## src/rtl/fetch_pkg.sv

```systemverilog
// Shared types and constants for the instruction-fetch stage.
// Imported by fetch_stage and ifid_reg.
package fetch_pkg;

  typedef enum logic [1:0] {
    WAIT_START = 2'd0,
    RUN        = 2'd1,
    HALT       = 2'd2
  } fetch_state_t;

  localparam logic [23:0] NOP_INSTR          = 24'h000000;
  localparam logic [23:0] DEFAULT_HALT_INSTR = 24'hFFFFFF;

endpackage

```

## src/rtl/ifid_reg.sv

```systemverilog
// IF/ID pipeline register: async reset, bubble-load (flush) beats hold (stall) beats load.
// A bubble clears every field so a squashed slot never carries a stale PC downstream.
module ifid_reg
  import fetch_pkg::*;
#(
  parameter int WIDTH = 32,
  parameter int IW    = 24
) (
  input  logic             clk,
  input  logic             rst,
  input  logic             hold,
  input  logic             bubble,
  input  logic [IW-1:0]    d_instr,
  input  logic [WIDTH-1:0] d_pc,
  input  logic [WIDTH-1:0] d_pc_plus,
  output logic [IW-1:0]    q_instr,
  output logic [WIDTH-1:0] q_pc,
  output logic [WIDTH-1:0] q_pc_plus,
  output logic             q_valid
);

  always_ff @(posedge clk or posedge rst) begin
    if (rst) begin
      q_instr   <= IW'(NOP_INSTR);
      q_pc      <= '0;
      q_pc_plus <= '0;
      q_valid   <= 1'b0;
    end else if (bubble) begin
      q_instr   <= IW'(NOP_INSTR);
      q_pc      <= '0;
      q_pc_plus <= '0;
      q_valid   <= 1'b0;
    end else if (!hold) begin
      q_instr   <= d_instr;
      q_pc      <= d_pc;
      q_pc_plus <= d_pc_plus;
      q_valid   <= 1'b1;
    end
  end

endmodule

```

## src/rtl/fetch_stage.sv

```systemverilog
// Instruction-fetch stage: owns the PC, fetches from the instruction port, fills IF/ID.
// Optional fetch-address bound check is compiled in with `define FETCH_BOUND_CHECK_EN.
module fetch_stage
  import fetch_pkg::*;
#(
  parameter int                          WIDTH            = 32,
  parameter int                          INSTRUCTIONWIDTH = 24,
  parameter logic [WIDTH-1:0]            RESET_PC         = '0,
  parameter int unsigned                 PC_INC           = 1,
  parameter int unsigned                 IMEM_WORDS       = 1024,
  parameter logic [INSTRUCTIONWIDTH-1:0] HALT_INSTR       = INSTRUCTIONWIDTH'(DEFAULT_HALT_INSTR)
) (
  input  logic                        clk,
  input  logic                        rst,
  input  logic                        start,
  input  logic                        stall,
  input  logic                        branch_taken,
  input  logic [WIDTH-1:0]            branch_target,
  input  logic [INSTRUCTIONWIDTH-1:0] instr_mem_rd,
  output logic [WIDTH-1:0]            instr_mem_addr,
  output logic [INSTRUCTIONWIDTH-1:0] instr_out,
  output logic [WIDTH-1:0]            pc_out,
  output logic [WIDTH-1:0]            pc_plus_out,
  output logic                        valid_out,
  output logic                        halted,
  output logic                        fetch_fault,
  output fetch_state_t                state_dbg
);

  // IF/ID contract: valid_out=1 means instr_out/pc_out/pc_plus_out describe a real fetched
  // instruction; there is no ready, stall is the only back-pressure and it freezes everything.

  fetch_state_t     state, state_next;
  logic [WIDTH-1:0] pc, pc_next, pc_plus;
  logic             ifid_hold, ifid_bubble;

  assign pc_plus        = pc + WIDTH'(PC_INC);
  assign instr_mem_addr = pc;
  assign halted         = (state == HALT);
  assign state_dbg      = state;

`ifdef FETCH_BOUND_CHECK_EN
  logic pc_oob, fault_set, fault_q;
  assign pc_oob = (pc >= WIDTH'(IMEM_WORDS));

  always_ff @(posedge clk or posedge rst) begin
    if (rst) fault_q <= 1'b0;
    else if (fault_set) fault_q <= 1'b1;
  end
  assign fetch_fault = fault_q;
`else
  logic unused_bound;
  assign unused_bound = (pc >= WIDTH'(IMEM_WORDS));
  assign fetch_fault  = 1'b0;
`endif

  always_ff @(posedge clk or posedge rst) begin
    if (rst) begin
      state <= WAIT_START;
      pc    <= RESET_PC;
    end else begin
      state <= state_next;
      pc    <= pc_next;
    end
  end

  always_comb begin
    state_next  = state;
    pc_next     = pc;
    ifid_hold   = 1'b0;
    ifid_bubble = 1'b0;
`ifdef FETCH_BOUND_CHECK_EN
    fault_set   = 1'b0;
`endif
    unique case (state)
      WAIT_START: begin
        ifid_bubble = 1'b1;
        if (start) state_next = RUN;
      end
      RUN: begin
        if (branch_taken) begin
          pc_next     = branch_target;
          ifid_bubble = 1'b1;
        end else if (stall) begin
          ifid_hold = 1'b1;
        end
`ifdef FETCH_BOUND_CHECK_EN
        else if (pc_oob) begin
          ifid_bubble = 1'b1;
          fault_set   = 1'b1;
          state_next  = HALT;
        end
`endif
        else begin
          // The halt word itself is latched as a valid instruction; pc stays on it.
          if (instr_mem_rd == HALT_INSTR) state_next = HALT;
          else pc_next = pc_plus;
        end
      end
      HALT: begin
        // A branch here means the halt was fetched down a mispredicted path.
        if (branch_taken) begin
          pc_next     = branch_target;
          ifid_bubble = 1'b1;
          state_next  = RUN;
        end else if (stall) begin
          ifid_hold = 1'b1;
        end else begin
          ifid_bubble = 1'b1;
        end
      end
      default: begin
        state_next  = WAIT_START;
        ifid_bubble = 1'b1;
      end
    endcase
  end

  ifid_reg #(
    .WIDTH (WIDTH),
    .IW    (INSTRUCTIONWIDTH)
  ) u_ifid (
    .clk       (clk),
    .rst       (rst),
    .hold      (ifid_hold),
    .bubble    (ifid_bubble),
    .d_instr   (instr_mem_rd),
    .d_pc      (pc),
    .d_pc_plus (pc_plus),
    .q_instr   (instr_out),
    .q_pc      (pc_out),
    .q_pc_plus (pc_plus_out),
    .q_valid   (valid_out)
  );

endmodule

```

## config.mk

```make
export PLATFORM = sky130hd
export DESIGN_NAME = fetch_stage
export DESIGN_NICKNAME = d
export VERILOG_FILES = /design/src/rtl/fetch_pkg.sv /design/src/rtl/ifid_reg.sv /design/src/rtl/fetch_stage.sv
export SDC_FILE = /design/constraint.sdc
export NUM_CORES = 1
export LEC_CHECK = 0
export CELL_PAD_IN_SITES_DETAIL_PLACEMENT = 1
export CELL_PAD_IN_SITES_GLOBAL_PLACEMENT = 2
export CORE_ASPECT_RATIO = 1.4
export CORE_MARGIN = 5
export CORE_UTILIZATION = 30
export DETAILED_ROUTE_END_ITERATION = 10
export PLACE_DENSITY_LB_ADDON = 0.05
export SLEW_MARGIN = 20
export SYNTH_ARGS = -nofsm -noshare
export SYNTH_HDL_FRONTEND = slang
export SYNTH_SLANG_ARGS = --single-unit
```

## constraint.sdc

```tcl
create_clock -name clk -period 5.9 [get_ports clk]
set_input_delay 0.885 -clock clk [delete_from_list [all_inputs] [get_ports clk]]
set_output_delay 0.885 -clock clk [all_outputs]
set_load 0.01 [all_outputs]
```

==> out/results.md, run 1 <==
### Outcome
• **run status** finished, final reports clean

### Placement
• **global placer's final weighted congestion** 0.794
• **half-perimeter wire length of the detailed placement result** 13.8 mm
• **IO buf count** 184
• **pre-CTS setup slack** 2520 ps

### Global route
• **vias in the first global route** 5,566
• **total routing usage reported by global routing** 18.1%
• **initial antenna violation count** 0
• **largest net degree at the start of global routing** 90
• **grt ovf** 0
• **first-pass GRT wire length** 32.1 mm

### Timing
• **measured slew at the worst slew-check pin** 1050 ps
• **final cycle utilization of the critical path** 49.8%
• **Setup Total Neg Slack** 0 ps
• **Period minus WS final** 2940 ps
• **final setup margin** 2960 ps
• **max-slew headroom at the worst pin** 29.9%
• **fmax** 0.340 GHz
• **Layout Skew** 7.48 ps
• **RSZ-0062 raised after global routing** false
• **Final Setup Violations** 0
• **final number of hold-violating endpoints** 0
• **pins over their slew limit** 0

### Power and ir drop
• **Net Sw Power** 0.00185 W
• **internal power** 0.00296 W
• **part of the power in registers** 34.0%
• **switching part of the total** 38.5%
• **highest ir drop seen on vdd** 0.000203 V
• **Static Leak** 3.51 nW
• **combinational fraction of design power** 43.7%
• **Clock power frac** 22.3%
• **Cell Pwr Density** 570 mW/mm2

### Setup path
• **WS Path Type** primary input to register
• **maximum single-stage delay on the critical path** 840 ps
• **crit path max fanout** 43
• **Startpoint Class** primary input
• **crit path max-delay cell type** a31o_2
• **Required @ worst endpoint** 6190 ps
• **Worst R2R Path Depth** 6
• **crit end category** register
• **arrival time reported for the critical path endpoint** 3230 ps
• **crit path cell chain** clkdlybuf4s50_1 -> nand4b_1 -> nor4_2 -> a31o_2 -> a21oi_1 -> o2bb2a_1

### Yosys
• **Top FF cell, synth** dfrtp_1
• **synthesized flop and latch total** 123
• **library cells used by synthesis** 58
• **Netlist Area Pre-Place** 0.00584 mm2
• **sequential area share after synthesis** 52.7%
• **Synth area leader** dfrtp_1
• **share of async-settable or async-resettable flops after synthesis** 100%
• **Synth Warn #** 0
• **Synth top cells by count** 123 x dfrtp_1, 59 x nand2_1, 57 x a22o_1, 52 x o21ai_0, 33 x nor2_1
• **area share of the largest cell type after synthesis** 52.7%
• **Area contributors post-synth** dfrtp_1 53%, a22o_1 8.6%, o21ai_0 4.5%
• **Avg Synthesized Cell Area** 10.4 um2
• **number of flops mapped to enable cells by yosys** 0
• **most common cell in the synthesized netlist** dfrtp_1
• **post-synth net total** 629
• **synthesized instance count** 563

### Route
• **number of vias per cell** 5.27
• **detailed-route via count** 5,158
• **post-detailed-routing wire length** 20.3 mm
• **Routed wire per std cell** 20.8 um
• **post-detailed-route DRC marker count** 0
• **number of routed nets with antenna violations** 0
• **initial DRC count** 147
• **Initial DRT Pass Iterations** 6

### Die
• **Die X-Extent** 128 um
• **Core Region** 0.0192 mm2
• **number of cell rows** 60
• **Chip Height** 175 um
• **I/O pin cnt** 186
• **Die Area** 0.0224 mm2
• **initial cell density of the core** 30.4%

### Finish
• **synthesis-to-finish area growth** 44.5%
• **Total Nets Final** 784
• **share of the core filled with cells** 43.9%
• **n_diodes** 0
• **proportion of layout cells with a drive suffix above 1** 7.39%

### Clock tree
• **Root Driver** clkbuf_16
• **insertion delay of the later-clocked pin in the worst-skew pair** 410 ps
• **cts repair resizes** 0
• **TritonCTS clock tree** yes
• **Hold-fix buffers, CTS** 0
• **number of buffers created by CTS** 17
• **clock sinks** 123
• **Clock H-tree levels** 4
• **setup bufs post-CTS** 0
• **largest buffer count on any clock path** 2
• **clock transition at the registers of the reported paths** 60 ps

### Worst hold path
• **class of the tightest hold or removal check** register to register
• **cell depth of the worst hold path** 2

### Job
• **max capacitance violation total** 0

metrics by stage:
stage	hold WS, ps	cell area (um2)	power, W	std cells
floorplan	507	5840	0.00263	563
global route	502	8440	0.00512	979
CTS	483	8420	0.00488	978
finish	475	8440	0.00481	979
detailed placement	469	7810	0.00378	946
global placement	457	7810	0.00372	946
registers in the layout, indices dropped and copies added (netlist names):
register / flops
u_ifid.q_instr: 24
u_ifid.q_pc_plus: 32
instr_mem_addr: 32
u_ifid.q_pc: 32
state_dbg: 2
u_ifid.q_valid: 1
final cells by class:
cell class / instances / area, um2
fill: 2152 / 10800
sequential: 123 / 3080
multi-input combinational: 378 / 2510
timing repair buffer: 189 / 1890
clock buffer: 20 / 457
tap: 248 / 310
clock inverter: 12 / 146
inverter: 9 / 38.8
layer usage:
layer / part of all wire [%] / up-vias / global-route usage (%)
li1: - / 2356 / -
met1: 43 / 2626 / 22.8
met2: 50 / 148 / 30.2
met3: 4.9 / 28 / 4.22
met4: 2.3 / 0 / 6.46
met5: 0 / - / 0
power groups by stage:
stage                     Sequential [W]  Clock [W]  Combinational, W
after CTS                        0.00164    0.00110           0.00214
after floorplan                  0.00163          0           0.00100
final                            0.00164    0.00107           0.00210
after detailed placement         0.00165          0           0.00213
after global routing             0.00169    0.00114           0.00229
after global placement           0.00163          0           0.00209
worst max-delay path: cells and delay by family:
kind,cells,cell delay [ps]
AO/OA/AOI/OAI,3,1240
AND/OR/NAND/NOR,2,550
buffers and inverters,1,540
cell families (layout without fill, tap and decap cells):
family	Yosys count	in the layout	share of synthesized area (%)
other	1	1	0.0642
flip-flops	123	123	52.7
buffers and inverters	62	230	4.56
multiplexers	4	4	0.707
AND/OR/NAND/NOR	156	156	14.5
AO/OA/AOI/OAI	183	183	22.0
adder cells (fa/ha/maj)	5	5	1.07
XOR/XNOR	29	29	4.35
worst paths after layout:
kind                                                     to                              from  slack, ps
min                        u_ifid.q_pc_plus[17]$_DFFE_PP0P_  u_ifid.q_pc_plus[17]$_DFFE_PP0P_        480
min reg2reg                u_ifid.q_pc_plus[17]$_DFFE_PP0P_  u_ifid.q_pc_plus[17]$_DFFE_PP0P_        480
max in group asynchronous  u_ifid.q_pc_plus[17]$_DFFE_PP0P_                               rst       3810
max reg2reg                  instr_mem_addr[26]$_DFFE_PP0P_     instr_mem_addr[0]$_DFFE_PP0P_       3220
min in group asynchronous       u_ifid.q_pc[26]$_DFFE_PP0P_                               rst       1030
max                           instr_mem_addr[9]$_DFFE_PP0P_                      branch_taken       2960
placed cells by master, fill, tap and decap left out, drive strengths merged, types with 2 or more instances in the layout:
cell	Yosys	routed
clkinv	0	6
o2bb2ai	6	6
ha	5	5
clkdlybuf4s50	0	184
inv	9	9
nand4b	2	2
o22ai	5	5
o31ai	3	3
dfrtp	123	123
a22oi	10	10
nor2	33	33
o2bb2a	4	4
nor3	2	2
and4	9	9
a21oi	19	19
xor2	11	11
o22a	6	6
bufinv	0	3
a21o	2	2
clkbuf	31	20
and2	4	4
nand3	16	16
nand2	60	60
o21ai	54	54
and3	10	10
xnor2	18	18
a31oi	7	7
buf	22	5
clkinvlp	0	3
nand4	13	13
nor4	3	3
mux2i	3	3
a22o	57	57
(Power assumes the default switching activity.)
==> inputs of run 2 (changes only) <==
CORE_UTILIZATION = 26   (was 30)
clock period = 2.5 ns   (was 5.9 ns; I/O delays follow)
==> out/results.md, run 2 (synthesis gave the netlist of run 1 again) <==
### Die
• **Die X-Extent** 137 um, was 128 um
• **Die Area** 0.0256 mm2, was 0.0224 mm2
• **number of cell rows** 65, was 60
• **Core Region** 0.0224 mm2, was 0.0192 mm2
• **initial cell density of the core** 26.1%, was 30.4%
• **Chip Height** 187 um, was 175 um
• **I/O pin cnt** 186, unchanged

### Timing
• **pins over their slew limit** 0, unchanged
• **fmax** 0.431 GHz
• **Period minus WS final** 2320 ps
• **Final Setup Violations** 0, unchanged
• **final cycle utilization of the critical path** 92.7%
• **final number of hold-violating endpoints** 0, unchanged
• **final setup margin** 182 ps, was 2960 ps
• **measured slew at the worst slew-check pin** 636 ps, was 1050 ps
• **max-slew headroom at the worst pin** 57.5%, was 29.9%
• **RSZ-0062 raised after global routing** false, unchanged
• **Layout Skew** 11.7 ps, was 7.48 ps

### Global route
• **initial antenna violation count** 0, unchanged
• **vias in the first global route** 5,796, was 5,566
• **largest net degree at the start of global routing** 45, was 90
• **first-pass GRT wire length** 34.0 mm, was 32.1 mm
• **total routing usage reported by global routing** 17.1%, was 18.1%
• **grt ovf** 0, unchanged

### Route
• **Initial DRT Pass Iterations** 5, was 6
• **detailed-route via count** 5,215, was 5,158
• **number of routed nets with antenna violations** 0, unchanged
• **Routed wire per std cell** 20.0 um, was 20.8 um
• **initial DRC count** 122, was 147
• **post-detailed-routing wire length** 21.3 mm, was 20.3 mm
• **number of vias per cell** 4.88, was 5.27
• **post-detailed-route DRC marker count** 0, unchanged

### Setup path
• **crit path max-delay cell type** clkdlybuf4s50_1, was a31o_2
• **crit path cell chain** inv_1 -> ha_1 -> clkdlybuf4s50_1, was clkdlybuf4s50_1 -> nand4b_1 -> nor4_2 -> a31o_2 -> a21oi_1 -> o2bb2a_1
• **maximum single-stage delay on the critical path** 630 ps, was 840 ps
• **Startpoint Class** register, was primary input
• **arrival time reported for the critical path endpoint** 1940 ps, was 3230 ps
• **crit end category** output port, was register
• **WS Path Type** register to output port, was primary input to register
• **crit path max fanout** 9, was 43
• **cell family with the largest share of critical-path delay** buffers and inverters, was compound AO/OA/AOI/OAI gates
• **Required @ worst endpoint** 2120 ps, was 6190 ps
• **number of buffer and inverter stages on the critical path** 2, was 1

### Clock tree
• **setup bufs post-CTS** 0, unchanged
• **number of buffers created by CTS** 17, unchanged
• **TritonCTS clock tree** yes, unchanged
• **Hold-fix buffers, CTS** 0, unchanged
• **insertion delay of the later-clocked pin in the worst-skew pair** 420 ps, was 410 ps
• **Clock H-tree levels** 4, unchanged
• **Root Driver** clkbuf_16, unchanged
• **clock transition at the registers of the reported paths** 60 ps, about the same
• **largest buffer count on any clock path** 2, unchanged
• **clock sinks** 123, unchanged
• **cts repair resizes** 0, unchanged

### Finish
• **proportion of layout cells with a drive suffix above 1** 12.0%, was 7.39%
• **highest-count cells in the layout ignoring fill and taps** 184 x clkdlybuf4s50_1, 123 x dfrtp_1, 59 x nand2_1, 57 x a22o_1, 52 x o21ai_0, unchanged
• **n_diodes** 0, unchanged
• **most common library cell in the layout ignoring fill and taps** clkdlybuf4s50_1, unchanged
• **synthesis-to-finish area growth** 52.3%, was 44.5%
• **Total Nets Final** 821, was 784
• **share of the core filled with cells** 39.8%, was 43.9%
• **non-filler instance count after layout** 1,069, was 979

### Power and ir drop
• **Cell Pwr Density** 1340 mW/mm2, was 570 mW/mm2
• **highest ir drop seen on vdd** 0.000536 V, was 0.000203 V
• **Static Leak** 3.72 nW, was 3.51 nW
• **final total power** 0.0119 W, was 0.00481 W

### Placement
• **pre-CTS setup slack** -2.55 ps, was 2520 ps
• **global placer's final weighted congestion** 0.796, was 0.794
• **IO buf count** 184, unchanged
• **total instance count after detailed placement** 1,037, was 946
• **half-perimeter wire length of the detailed placement result** 15.4 mm, was 13.8 mm

### Outcome
• **run status** finished, final reports clean, unchanged

### Worst hold path
• **class of the tightest hold or removal check** primary input to async pin, was register to register

### Job
• **max capacitance violation total** 0, unchanged

## run 2: cell count changes in the layout (fill, tap and decap cells not counted)
cell,before,now
clkinv_4,1,2
clkinvlp_4,3,6
buf_12,1,8
clkbuf_1,1,0
clkinv_2,5,0
buf_4,4,34
inv_6,1,2
clkbuf_8,2,3
## run 2: final timing paths
kind                                             startpoint                                to  slack (ps)  depth (start not counted)
max in group asynchronous                               rst    instr_mem_addr[28]$_DFFE_PP0P_        1500                          3
hold reg to reg            u_ifid.q_pc_plus[31]$_DFFE_PP0P_  u_ifid.q_pc_plus[31]$_DFFE_PP0P_         480                          2
setup reg to reg                   state_dbg[0]$_DFFE_PP0P_    instr_mem_addr[17]$_DFFE_PP0P_         320                          8
hold / removal                                          rst    instr_mem_addr[25]$_DFFE_PP0P_         400                          2
setup / recovery                   state_dbg[0]$_DFFE_PP0P_                            halted         180                          3
min in group clk           u_ifid.q_pc_plus[31]$_DFFE_PP0P_  u_ifid.q_pc_plus[31]$_DFFE_PP0P_         480                          2
## run 2: area by class of cell
type	count	area, um2
flip-flops and latches	123	3080
well taps	301	377
fillers	2444	13500
clock inverters	12	163
repair buffers	226	2260
clock buffers	20	467
inverters	9	37.5
multi-input cells	378	2510
## run 2: where the power goes
group          total, W  switching [W]  internal (W)
Clock           0.00262       0.000960       0.00166
Sequential      0.00367       0.000821       0.00285
Combinational   0.00559        0.00272       0.00287
Total            0.0119        0.00450       0.00738
## run 2: worst register-to-register path, cell delays in order (launching register included)
cell      delay (ps)
dfrtp_1          430
inv_1            100
ha_1             370
nor2_1            90
o31ai_1          320
a31o_2           210
buf_12           200
a21oi_1           60
o2bb2a_1         280
## run 2: stage by stage
stage,setup TNS (ps),cell area (um2),hold WS [ps]
floorplan,0,5840,507
global placement,0,8260,466
detailed placement,-2.55,8260,472
CTS,0,8890,412
global route,0,8890,449
finish,0,8890,404
## run 2: per-layer routing
layer	global-route usage, %	routed length (um)	vias up
li1	-	-	2435
met4	4.93	246	0
met1	21.3	9150	2639
met5	0	0	-
met2	29.2	10900	123
met3	3.96	1050	18
